===== src/rtl/gpio_port.sv =====
// ---------------------------------------------------------------------------
// gpio_port -- memory-mapped general purpose I/O port.
//
// Register window (offset = ALU_out[3:0], base = BASE_ADDR[31:4]):
//   0 OUT  RW  pin output values
//   1 DIR  RW  per-pin output enable, 1 = drive
//   2 IN   RO  synchronised pin inputs
//   3 IE   RW  per-pin rising-edge interrupt enable
//   4 IS   W1C interrupt status, set by enabled rising edges
//
// Ports:
//   clk, rst_n            single clock, asynchronous active-low reset
//   MemW, MemR            bus write / read strobes
//   ALU_out[31:0]         bus byte address
//   WD[31:0]              bus write data (bits above WIDTH ignored)
//   RD[31:0], RD_valid    registered read data and its one-cycle valid pulse
//   sel                   combinational address hit for offsets 0..4
//   gpio_in[WIDTH-1:0]    asynchronous pin inputs
//   gpio_out, gpio_oe     pin values and output enables, straight from flops
//   irq                   registered interrupt request
// ---------------------------------------------------------------------------
module gpio_port #(
    parameter int          WIDTH       = 8,
    parameter logic [31:0] BASE_ADDR   = 32'h0000_ABC0,
    parameter int          SYNC_STAGES = 2
) (
    input  logic             clk,
    input  logic             rst_n,
    input  logic             MemW,
    input  logic             MemR,
    input  logic [31:0]      ALU_out,
    input  logic [31:0]      WD,
    output logic [31:0]      RD,
    output logic             RD_valid,
    output logic             sel,
    input  logic [WIDTH-1:0] gpio_in,
    output logic [WIDTH-1:0] gpio_out,
    output logic [WIDTH-1:0] gpio_oe,
    output logic             irq
);

    localparam logic [3:0] OFF_OUT = 4'd0;
    localparam logic [3:0] OFF_DIR = 4'd1;
    localparam logic [3:0] OFF_IN  = 4'd2;
    localparam logic [3:0] OFF_IE  = 4'd3;
    localparam logic [3:0] OFF_IS  = 4'd4;

    // Zero-extend a pin-wide value onto the 32-bit read bus.
    function automatic logic [31:0] zext(input logic [WIDTH-1:0] v);
        logic [31:0] r;
        r            = 32'd0;
        r[WIDTH-1:0] = v;
        return r;
    endfunction

    logic [WIDTH-1:0] out_q, out_d;
    logic [WIDTH-1:0] dir_q, dir_d;
    logic [WIDTH-1:0] ie_q,  ie_d;
    logic [WIDTH-1:0] is_q,  is_d;
    logic [WIDTH-1:0] sync_q [SYNC_STAGES];
    logic [WIDTH-1:0] prev_q;
    logic [31:0]      rd_q,  rd_d;
    logic             rd_valid_q;
    logic             irq_q, irq_d;

    logic [3:0]       offset_s;
    logic [WIDTH-1:0] in_s;
    logic [WIDTH-1:0] rise_s;
    logic [WIDTH-1:0] is_clr_s;
    logic             unused_wd_s;

    // Only WD[WIDTH-1:0] carries register data; fold the rest into a sink.
    assign unused_wd_s = ^WD;

    assign offset_s = ALU_out[3:0];
    assign sel      = (ALU_out[31:4] == BASE_ADDR[31:4]) && (offset_s <= OFF_IS);

    // IN is simply the last synchroniser stage; rise compares it with one more flop.
    assign in_s   = sync_q[SYNC_STAGES-1];
    assign rise_s = in_s & ~prev_q;

    // Bus write decode and interrupt status next-state.
    always_comb begin
        out_d    = out_q;
        dir_d    = dir_q;
        ie_d     = ie_q;
        is_clr_s = {WIDTH{1'b0}};
        if (MemW && sel) begin
            case (offset_s)
                OFF_OUT: out_d    = WD[WIDTH-1:0];
                OFF_DIR: dir_d    = WD[WIDTH-1:0];
                OFF_IN:  out_d    = out_q;          // read-only, write dropped
                OFF_IE:  ie_d     = WD[WIDTH-1:0];
                OFF_IS:  is_clr_s = WD[WIDTH-1:0];
                default: out_d    = out_q;
            endcase
        end else begin
            is_clr_s = {WIDTH{1'b0}};
        end
        // Set term is ORed after the clear so a same-cycle edge wins.
        // Bits with IE=0 are never cleared here by disabling; they just stop setting.
        is_d  = (is_q & ~is_clr_s) | (rise_s & ie_q);
        irq_d = |(is_q & ie_q);
    end

    // Read mux: register value is sampled before any same-cycle write lands.
    always_comb begin
        rd_d = 32'd0;
        if (MemR && sel) begin
            case (offset_s)
                OFF_OUT: rd_d = zext(out_q);
                OFF_DIR: rd_d = zext(dir_q);
                OFF_IN:  rd_d = zext(in_s);
                OFF_IE:  rd_d = zext(ie_q);
                OFF_IS:  rd_d = zext(is_q);
                default: rd_d = 32'd0;
            endcase
        end else begin
            rd_d = 32'd0;
        end
    end

    // Control/status registers, read port and interrupt flop.
    always_ff @(posedge clk or negedge rst_n) begin
        if (!rst_n) begin
            out_q      <= {WIDTH{1'b0}};
            dir_q      <= {WIDTH{1'b0}};
            ie_q       <= {WIDTH{1'b0}};
            is_q       <= {WIDTH{1'b0}};
            prev_q     <= {WIDTH{1'b0}};
            rd_q       <= 32'd0;
            rd_valid_q <= 1'b0;
            irq_q      <= 1'b0;
        end else begin
            out_q      <= out_d;
            dir_q      <= dir_d;
            ie_q       <= ie_d;
            is_q       <= is_d;
            prev_q     <= in_s;
            rd_q       <= rd_d;
            rd_valid_q <= MemR;
            irq_q      <= irq_d;
        end
    end

    // Input synchroniser chain; restarts from zero after reset.
    always_ff @(posedge clk or negedge rst_n) begin
        if (!rst_n) begin
            for (int i = 0; i < SYNC_STAGES; i++) begin
                sync_q[i] <= {WIDTH{1'b0}};
            end
        end else begin
            sync_q[0] <= gpio_in;
            for (int i = 1; i < SYNC_STAGES; i++) begin
                sync_q[i] <= sync_q[i-1];
            end
        end
    end

    assign gpio_out = out_q;
    assign gpio_oe  = dir_q;
    assign RD       = rd_q;
    assign RD_valid = rd_valid_q;
    assign irq      = irq_q;

endmodule


===== config.mk =====
export PLATFORM = sky130hd
export DESIGN_NAME = gpio_port
export DESIGN_NICKNAME = d
export VERILOG_FILES = /design/src/rtl/gpio_port.sv
export SDC_FILE = /design/constraint.sdc
export NUM_CORES = 1
export LEC_CHECK = 0
export CAP_MARGIN = 40
export CORE_MARGIN = 2
export CORE_UTILIZATION = 45
export CTS_CLUSTER_DIAMETER = 60
export DETAILED_ROUTE_END_ITERATION = 7
export HOLD_SLACK_MARGIN = 0.12
export PLACE_DENSITY = 0.85
export SLEW_MARGIN = 15
export SYNTH_ARGS = -nofsm -noshare
export SYNTH_HDL_FRONTEND = slang
export SYNTH_SLANG_ARGS = --single-unit
export TNS_END_PERCENT = 20

===== constraint.sdc =====
create_clock -name clk -period 4.7 [get_ports clk]
set_input_delay 1.41 -clock clk [delete_from_list [all_inputs] [get_ports clk]]
set_output_delay 1.41 -clock clk [all_outputs]
set_load 0.02 [all_outputs]

* Yosys cells after proc, flatten, opt, wreduce, memory -nomap -nowiden *
Cells that the tools add are included.

operators by class
  add/sub/neg operators = 0
  multipliers = 0
  div/mod/pow operators = 0
  order comparisons = 1
  equal/unequal tests = 5
  shift-type cells = 0
  muxes and demuxes = 4
  bitwise logic cells = 7
  reductions and logical operators = 8

operator list
  cell                                                                      number
  8-bit case mux with 5 select lines                                        1
  8-bit AND                                                                 4
  32-bit 2-to-1 mux                                                         1
  28-bit by 12-bit equality test with 1-bit output (second input constant)  1
  8-bit 2-to-1 mux                                                          2
  8-bit NOT                                                                 2
  4-bit by 2-bit equality test with 1-bit output (second input constant)    2
  8-bit bitwise OR                                                          1
  8-bit OR reduction                                                        1
  2-bit AND reduction                                                       3
  4-bit by 1-bit equality test with 1-bit output (second input constant)    1
  4-bit by 3-bit equality test with 1-bit output (second input constant)    1
  4-bit by 3-bit <= comparator with 1-bit output (second input constant)    1
  4-bit logical NOT                                                         1
  1-bit logical AND                                                         3

storage, ports and cells
  flip-flop bits (word level) = 90
  bits in latches = 0
  bits in writable memories = 0
  ROM bits = 0
  input bits = 76
  output and inout port bits = 51
  logic and storage cells = 35
  memories = 0

* Logic depth before layout (Yosys ltp) *
Gate-level depths: netlist of the first run.

  depth in word-level cells = 7
  depth in mapped cells = 6
  mapped depth without buffers = 4

* Least setup slack after synthesis of the first run *
No wires, ideal clock.

  path type = input port to output port
  start point = in ALU_out[23]
  end point = out sel
  arrival = 2.816 ns
  data required time = 3.290 ns
  setup slack = 0.474 ns
  stages = 3
  path buffers = 0
  path through = or4b_4 > a211o_4 > nor3_1

on the way
  word-level cells in the longest chain between the ends = 2

ends and longest elaborated chain
  element                                           RTL line  text
  from (decl)                                       31        input logic [31:0] ALU_out,
  28-bit by 12-bit equality test with 1-bit output  76        assign sel = (ALU_out[31:4] == BASE_ADDR[31:4]) && (offset_s <= OFF_IS);
  1-bit logical AND                                 76
  to (decl)                                         35        output logic sel,

Every way passes these cells.

* Worst setup path in the final report of the first run *
  start point = in ALU_out[22]
  end point = out sel

The elaborated chain is that of the path after synthesis.

==> results list, run 1 <==
- The flow ran to the end, and the final reports show no timing, DRC or antenna violations.
- Worst skew pair latency: 0.34 ns
- Number of cell rows: 29
- Clock tree synthesis inserted a total of 9 buffers.
* IO buf count: 78
* Maximum root-to-sink buffer count: 2
* Unrepaired setup endpoints after global routing: no
- Kind of critical path: input pin to output pin
* Reg-to-reg endpoint: RD[5]$_DFF_PN0_
- IR analysis of the VDD net gives a maximum drop of 0.0001910 V.
- Across all setup checks in the final design, the least slack found is 0.07412 ns.
- Worst R2R Start: ie_q[5]$_DFFE_PN0P_
- Dominant delay contributor by cell family on the critical path: buffers and inverters
- Critical path origin: ALU_out[22]
- Area Growth Syn to Fin: 37.16%
- The number of endpoints with negative hold slack in the final report is 0.
- Seq/Total Area, Yosys: 56.90%
* Layout cell share with drive strength beyond 1: 20.63%
- Headroom to the max-slew limit: 48.60%
* Global Route Usage Sum: 20.85%
- Critical path arrival: 3.22 ns
- In the routed layout, each cell is associated on average with a via count of 5.446.
* Hold-fix buffers at CTS: 0
- Critical-path maximum fanout: 2
* Number of antenna cells inserted: 0
- The number of different library cells used by synthesis comes to 32.
* Maximum clock frequency: 216.2 MHz
- The critical path runs through a total of 5 cells.
- Post-Synthesis Cell Area: 0.002903 sq mm
- The final-report max-slew violation count is 0.
- The worst setup path is captured at an output pin.
* Number of buffer and inverter stages on the critical path: 2
* Total Nets Final: 391
- In this run the horizontal extent of the chip is 84.32 microns.
- Largest stage delay, worst path: 0.53 ns
- The initial antenna violation count is 0.
- Traced cell by cell, the critical path runs through clkdlybuf4s50_1 -> or4b_4 -> a211o_4 -> nor3_1 -> clkdlybuf4s15_1.
* Flip-flop and latch count after synthesis: 66
* Layout Cells excl Fill: 397
- First-pass detailed-route iteration total: 6
- For this run the aggregate overflow at the end of global routing stands at 0.
* Worst clock skew on the final layout: 0.008858 ns
- For the worst setup path, the data required time is 3.29 ns.
* GPL Wtd Cong: 0.8796
- Counting every instance in the synthesized netlist gives 221.
- CTS-repair resized insts: 1
* Detailed-route via count: 2,162
- The first global-routing pass estimated 11,230 microns of wire.
- After routing, the total negative slack on setup checks comes to 0 ns.
* TritonCTS clock tree: done
- The most critical setup path has its endpoint at sel.
- The die is 84.32 microns tall.
* Clock period minus final worst setup slack: 4.626 ns
* HPWL after detailed placement: 5120 microns
- OpenSTA, run right after detailed placement, puts the worst setup slack at -0.2304 ns.
- Placeable core area: 0.006277 sq mm
- Entering global routing, the biggest net connects 35 pins.
* Number of cells on the worst hold path: 0
- The number of global-route vias before repair came to 2,211.
- In this run the number of H-tree levels came out at 3.
* Clock transition time at the flip-flop clock pins of the worst setup and hold paths: 0.07 ns
- Critical path launch point type: input pin
- Area leader, netlist: sky130_fd_sc_hd__dfrtp_1
- For this design the ratio of total power to cell area is 298.8 mW/mm^2.
- Num Clock Sinks: 66
- The first routing iteration left 147 violations.
- Number of placed instances with taps included: 381
- Part of the cycle the worst path needs: 98.42%
- CP max stage cell: sky130_fd_sc_hd__or4b_4
- Across the run, the number of max-cap violations was 0.
- For this block, the routed nets add up to 7147 microns of wire.
- Clock tree synthesis selected as its root buffer the cell sky130_fd_sc_hd__clkbuf_8.
* Area enclosed by the die boundary: 0.007109 sq mm
* Register-to-register setup slack: 3.41 ns
- A synthesized cell averages 13.13 sq um.
- Count of buffers added by post-CTS timing repair for setup: 0
- The layout has 487 filler cells.
* Kind of path behind the tightest hold check: flop to flop
- The top cell type by area accounts for 56.90% of the synthesized area.
* Num ports: 127
- Effective utilization at floorplan: 46.24%
- At the pin with the least slew margin, the transition time is 0.7694 ns.
- Leakage power summed over all cells: 1.761 nW
* Count of unresolved DRC violations after routing: 0
* Depth of the worst register-to-register path: 3
* Post-detailed-route wirelength per cell: 18.00 microns
- The detail route stage leaves a number of antenna-violating nets equal to 0.
* Core occupancy in the finished layout: 63.42%
- Final Setup Violations: 0
- Count of warnings emitted by yosys: 0
* Synth top area cells: sky130_fd_sc_hd__dfrtp_1 (57%), sky130_fd_sc_hd__mux2_2 (12%), sky130_fd_sc_hd__buf_4 (6.2%), sky130_fd_sc_hd__a222oi_1 (2.8%), sky130_fd_sc_hd__a22o_1 (2.4%)
-- how the worst min path moves through the flow --
stage,from,to,slack [ns]
global route,sync_q[15]$_DFF_PN0_,in_s[7]$_DFF_PN0_,0.35
finish,sync_q[15]$_DFF_PN0_,in_s[7]$_DFF_PN0_,0.34
detailed placement,sync_q[11]$_DFF_PN0_,in_s[3]$_DFF_PN0_,0.34
global placement,sync_q[9]$_DFF_PN0_,in_s[1]$_DFF_PN0_,0.33
CTS,sync_q[15]$_DFF_PN0_,in_s[7]$_DFF_PN0_,0.35
floorplan,sync_q[8]$_DFF_PN0_,in_s[0]$_DFF_PN0_,0.33
-- cell families after synthesis --
family                 after synthesis  share of synthesized area, %
buffers and inverters               32                         7.241
AO/OA/AOI/OAI                       30                         9.483
multiplexers                        32                         12.41
other                                1                        0.1292
flip-flops                          66                         56.90
AND/OR/NAND/NOR                     60                         13.84
-- per-layer routing --
layer	wire (microns)	share of wire (%)	track usage (%)	vias to the layer above
li1	-	-	-	963
met4	128	1.8	6.598	0
met1	2676	37	25.75	1069
met5	0	0	0	-
met2	3517	49	33.69	119
met3	824	12	8.456	11
-- power by group --
part / internal (mW) / leakage, nW / switching, mW
logic: 0.0517 / 0.786 / 0.0552
registers: 0.579 / 0.864 / 0.00511
clock network: 0.304 / 0.110 / 0.195
total: 0.934 / 1.76 / 0.255
-- metrics by stage --
step / total power, mW / area (sq um) / hold WS [ns]
floorplan: 0.6433 / 2989 / 0.3312
global placement: 0.6963 / 3745 / 0.3334
detailed placement: 0.7018 / 3765 / 0.3409
CTS: 1.197 / 3980 / 0.3486
global route: 1.236 / 3981 / 0.3516
finish: 1.190 / 3981 / 0.3408
-- registers in the layout, indices dropped and copies added (netlist names) --
| signal | count |
|---|---|
| RD | 8 |
| gpio_oe | 8 |
| gpio_out | 8 |
| ie_q | 8 |
| in_s | 8 |
| is_q | 8 |
| prev_q | 8 |
| sync_q | 8 |
| RD_valid | 1 |
| irq | 1 |
-- synth_stat cells --
cell	number
sky130_fd_sc_hd__o22a_1	8
sky130_fd_sc_hd__a222oi_1	8
sky130_fd_sc_hd__mux2_2	31
sky130_fd_sc_hd__or4b_4	1
sky130_fd_sc_hd__nor3_1	1
sky130_fd_sc_hd__a21o_1	1
sky130_fd_sc_hd__nor2_1	17
sky130_fd_sc_hd__buf_1	3
sky130_fd_sc_hd__nor3b_1	2
sky130_fd_sc_hd__nor4bb_1	1
sky130_fd_sc_hd__a211o_4	1
sky130_fd_sc_hd__a22oi_1	4
sky130_fd_sc_hd__conb_1	1
sky130_fd_sc_hd__dfrtp_1	66
sky130_fd_sc_hd__nand4b_1	8
sky130_fd_sc_hd__nor4_2	1
sky130_fd_sc_hd__a22o_1	8
sky130_fd_sc_hd__or3_1	1
sky130_fd_sc_hd__inv_1	1
sky130_fd_sc_hd__nand4_1	2
sky130_fd_sc_hd__nand3b_1	2
sky130_fd_sc_hd__or2_2	1
sky130_fd_sc_hd__nand3_1	1
sky130_fd_sc_hd__clkbuf_1	4
sky130_fd_sc_hd__mux2_1	1
sky130_fd_sc_hd__or4_1	2
sky130_fd_sc_hd__nor4_4	3
sky130_fd_sc_hd__buf_4	24
sky130_fd_sc_hd__nor4_1	3
sky130_fd_sc_hd__nand2_1	9
sky130_fd_sc_hd__and4b_1	1
sky130_fd_sc_hd__nor2b_1	4
-- area by class of cell --
cell class | count | area, sq um | area share (%)
Clock buffer | 15 | 186.4 | 4.683
Sequential cell | 66 | 1652 | 41.48
Tap cell | 77 | 96.34 | 2.420
Timing Repair Buffer | 91 | 885.9 | 22.25
Multi-Input combinational cell | 146 | 1127 | 28.32
Inverter | 1 | 3.754 | 0.09428
Clock inverter | 1 | 30.03 | 0.7542
-- cell usage in the layout (no fill, tap or decap), drive strengths merged --
cell type	count
dfrtp	66
conb	24
bufinv	1
a222oi	8
buf	14
and4b	1
o22a	8
clkdlybuf4s15	1
nand2	9
a22oi	4
or2	1
a21o	1
nor4bb	1
a22o	8
nand3	1
nand4b	8
nor2	17
inv	1
clkbuf	15
or3	1
nor2b	4
nand4	2
nand3b	2
mux2	32
a211o	1
or4b	1
nor3b	2
nor3	1
or4	2
clkdlybuf4s50	76
nor4	7
(Power assumes the default switching activity.)
==> run 2: changes to the inputs <==
- GPL_ROUTABILITY_DRIVEN: unset -> 0
==> results of run 2 <==
No change in the layout: final DEF, timing and power equal those of run 1.
==> run 3: changes to the inputs <==
- PLACE_DENSITY: 0.85 -> 0.84
==> results list, run 3 (same netlist as run 1, synthesis figures left out) <==
- For the pin with the worst max-slew slack, the measured transition is 0.7981 ns.
- The path class of the tightest hold or removal check is flop to flop.
- Clock-pin slew was measured on the worst setup and hold paths at 0.06 ns.
- Number of placed instances with taps included: 380
- The first global-routing pass estimated 10,800 microns of wire.
- The initial utilization of the core area, before any placement, comes to 46.24%.
- Post-route antenna net violation count: 0
- The first detailed-routing pass ran for 8 iterations.
- The number of antenna diodes in the final layout is 0.
- Across the VDD grid, the largest voltage drop is 0.0001968 V.
- Unrepaired setup endpoints after global routing: no
- Total CTS buffers: 9
- Row generation in the floorplan step produced 29 rows.
- Total power consumption of the routed design: 1.094 mW
* Most frequent cells in the layout: sky130_fd_sc_hd__clkdlybuf4s50_1 (76), sky130_fd_sc_hd__dfrtp_1 (66), sky130_fd_sc_hd__mux2_2 (31), sky130_fd_sc_hd__conb_1 (24), sky130_fd_sc_hd__nor2_1 (17)
* Hold-fix buffers at CTS: 0
* Remaining global-route overflow: 0
- After detailed routing, the average wire length per cell comes to 17.77 microns.
* Master cell of the clock root buffer: sky130_fd_sc_hd__clkbuf_8
- The flow ran to the end, and the final reports show no timing, DRC or antenna violations.
* Register area: 0.001652 sq mm
* Area Growth Syn to Fin: 35.34%
- Routed wire length: 7056 microns
- Number of fill cells in the layout: 516
* Leakage power summed over all cells: 1.735 nW
- Final hold violations: 0
* Critical-path maximum fanout: 2
- The clock passes through at most 2 buffers.
- Detailed-route via count: 2,206
* Global Route Usage Sum: 20.14%
- Final Setup Violations: 0
- Across the run, the number of max-cap violations was 0.
- Kind of critical path: input pin to output pin
- Following the worst setup path forward leads to its endpoint at sel.
- Num Clock Sinks: 66
- Maximum number of pins on one net before global-route repair: 40
* Count of unresolved DRC violations after routing: 0
- Tracing the worst setup path back leads to its startpoint at ALU_out[23].
- Worst skew pair latency: 0.34 ns
- Counting I/O delays and the setup requirement, the final critical path takes 4.618 ns.
- Maximum clock frequency: 216.5 MHz
- Data on the critical path arrives at its endpoint at 3.21 ns.
* Leading cell type in the layout, fill and taps excluded: sky130_fd_sc_hd__clkdlybuf4s50_1
- The worst setup path is captured at an output pin.
* HPWL after detailed placement: 4949 microns
- The core region is 0.006277 sq mm.
* Number of DRC markers after the initial detailed-route iteration: 236
- The number of global-route vias before repair was 2,183.
* Area enclosed by the die boundary: 0.007109 sq mm
- For flop-to-flop paths, the worst setup slack is 3.48 ns.
* Count of buffers added by post-CTS timing repair for setup: 0
- The number of gates resized after CTS was 1.
* Critical path launch point type: input pin
* Multi-input logic area: 0.001127 sq mm
* Total Nets Final: 391
- Power density normalized to cell area: 278.4 mW/mm^2
* Layout cell share with drive strength beyond 1: 20.00%
- CTS H-Tree Depth: 3
- The initial antenna violation count was 0.
* Die height: 84.32 microns
- Excluding fillers, the count of instances in the completed layout stands at 397.
- Dividing the detail-routed via count by the number of cells gives 5.557.
- The worst register-to-register path begins at ie_q[5]$_DFFE_PN0P_.
- Num ports: 127
- Number of max-slew violations in the final report: 0
- Part of the cycle the worst path needs: 98.26%
- Reg-to-reg endpoint: RD[5]$_DFF_PN0_
- Worst path required time: 3.29 ns
- TritonCTS clock tree: done
* Depth of the worst register-to-register path: 3
* IO buf count: 78
- Headroom to the max-slew limit: 46.39%
- Die width: 84.32 microns
- Between clock sinks in the finished design, the worst skew comes to 0.008142 ns.
## run 3: cell count changes in the layout (fill, tap and decap cells not counted)
cell / previous run / this run
sky130_fd_sc_hd__bufinv_16: 1 / 0
sky130_fd_sc_hd__clkbuf_1: 2 / 4
sky130_fd_sc_hd__clkbuf_8: 13 / 10
sky130_fd_sc_hd__clkdlybuf4s15_1: 1 / 0
sky130_fd_sc_hd__clkinv_2: 0 / 1
sky130_fd_sc_hd__clkinvlp_4: 0 / 1
sky130_fd_sc_hd__dlygate4sd2_1: 0 / 1
## run 3: report_power, final
part	leakage, nW	switching [mW]	total [mW]	internal, mW
clock network	0.0807	0.198	0.403	0.206
logic	0.790	0.0550	0.107	0.0517
registers	0.864	0.00458	0.584	0.579
## run 3: final cells by class
cell class / instances / area share [%]
sequential: 66 / 42.04
multi-input combinational: 146 / 28.69
timing repair buffer: 91 / 22.52
clock buffer: 14 / 3.885
tap: 77 / 2.452
clock inverter: 2 / 0.3185
inverter: 1 / 0.09554
## run 3: worst min path at each step
stage / from / to / slack [ns] / depth (start not counted)
2_1_floorplan: sync_q[8]$_DFF_PN0_ / in_s[0]$_DFF_PN0_ / 0.33 / 0
3_3_place_gp: sync_q[9]$_DFF_PN0_ / in_s[1]$_DFF_PN0_ / 0.33 / 0
3_5_place_dp: sync_q[15]$_DFF_PN0_ / in_s[7]$_DFF_PN0_ / 0.33 / 0
4_1_cts: sync_q[15]$_DFF_PN0_ / in_s[7]$_DFF_PN0_ / 0.35 / 0
5_1_grt: sync_q[15]$_DFF_PN0_ / in_s[7]$_DFF_PN0_ / 0.36 / 0
6_report: sync_q[15]$_DFF_PN0_ / in_s[7]$_DFF_PN0_ / 0.35 / 0
## run 3: through the flow
stage | util [%] | setup TNS (ns) | hold slack [ns] | instance area, sq um | setup slack [ns]
detailed placement | 59.66 | -0.2238 | 0.3347 | 3745 | -0.2238
CTS | 62.27 | 0 | 0.3495 | 3909 | 0.05693
finish | 62.59 | 0 | 0.3479 | 3929 | 0.08195
floorplan | - | 0 | 0.3312 | 2989 | 0.4741
global placement | 59.66 | -0.2513 | 0.3335 | 3745 | -0.2513
global route | 62.59 | 0 | 0.3564 | 3929 | 0.01110
## run 3: critical path, stage by stage
cell and delay [ns]:
sky130_fd_sc_hd__clkdlybuf4s50_1 0.40, sky130_fd_sc_hd__or4b_4 0.55, sky130_fd_sc_hd__a211o_4 0.32, sky130_fd_sc_hd__nor3_1 0.16, sky130_fd_sc_hd__dlygate4sd2_1 0.36
## run 3: metal layers
layer	part of all wire [%]	global-route usage, %	routed length [microns]	up-vias
met5	0	0	0	-
met4	1.6	8.065	112	0
met3	11	5.703	798	11
met2	49	32.54	3486	134
met1	38	25.73	2658	1096
li1	-	-	-	965
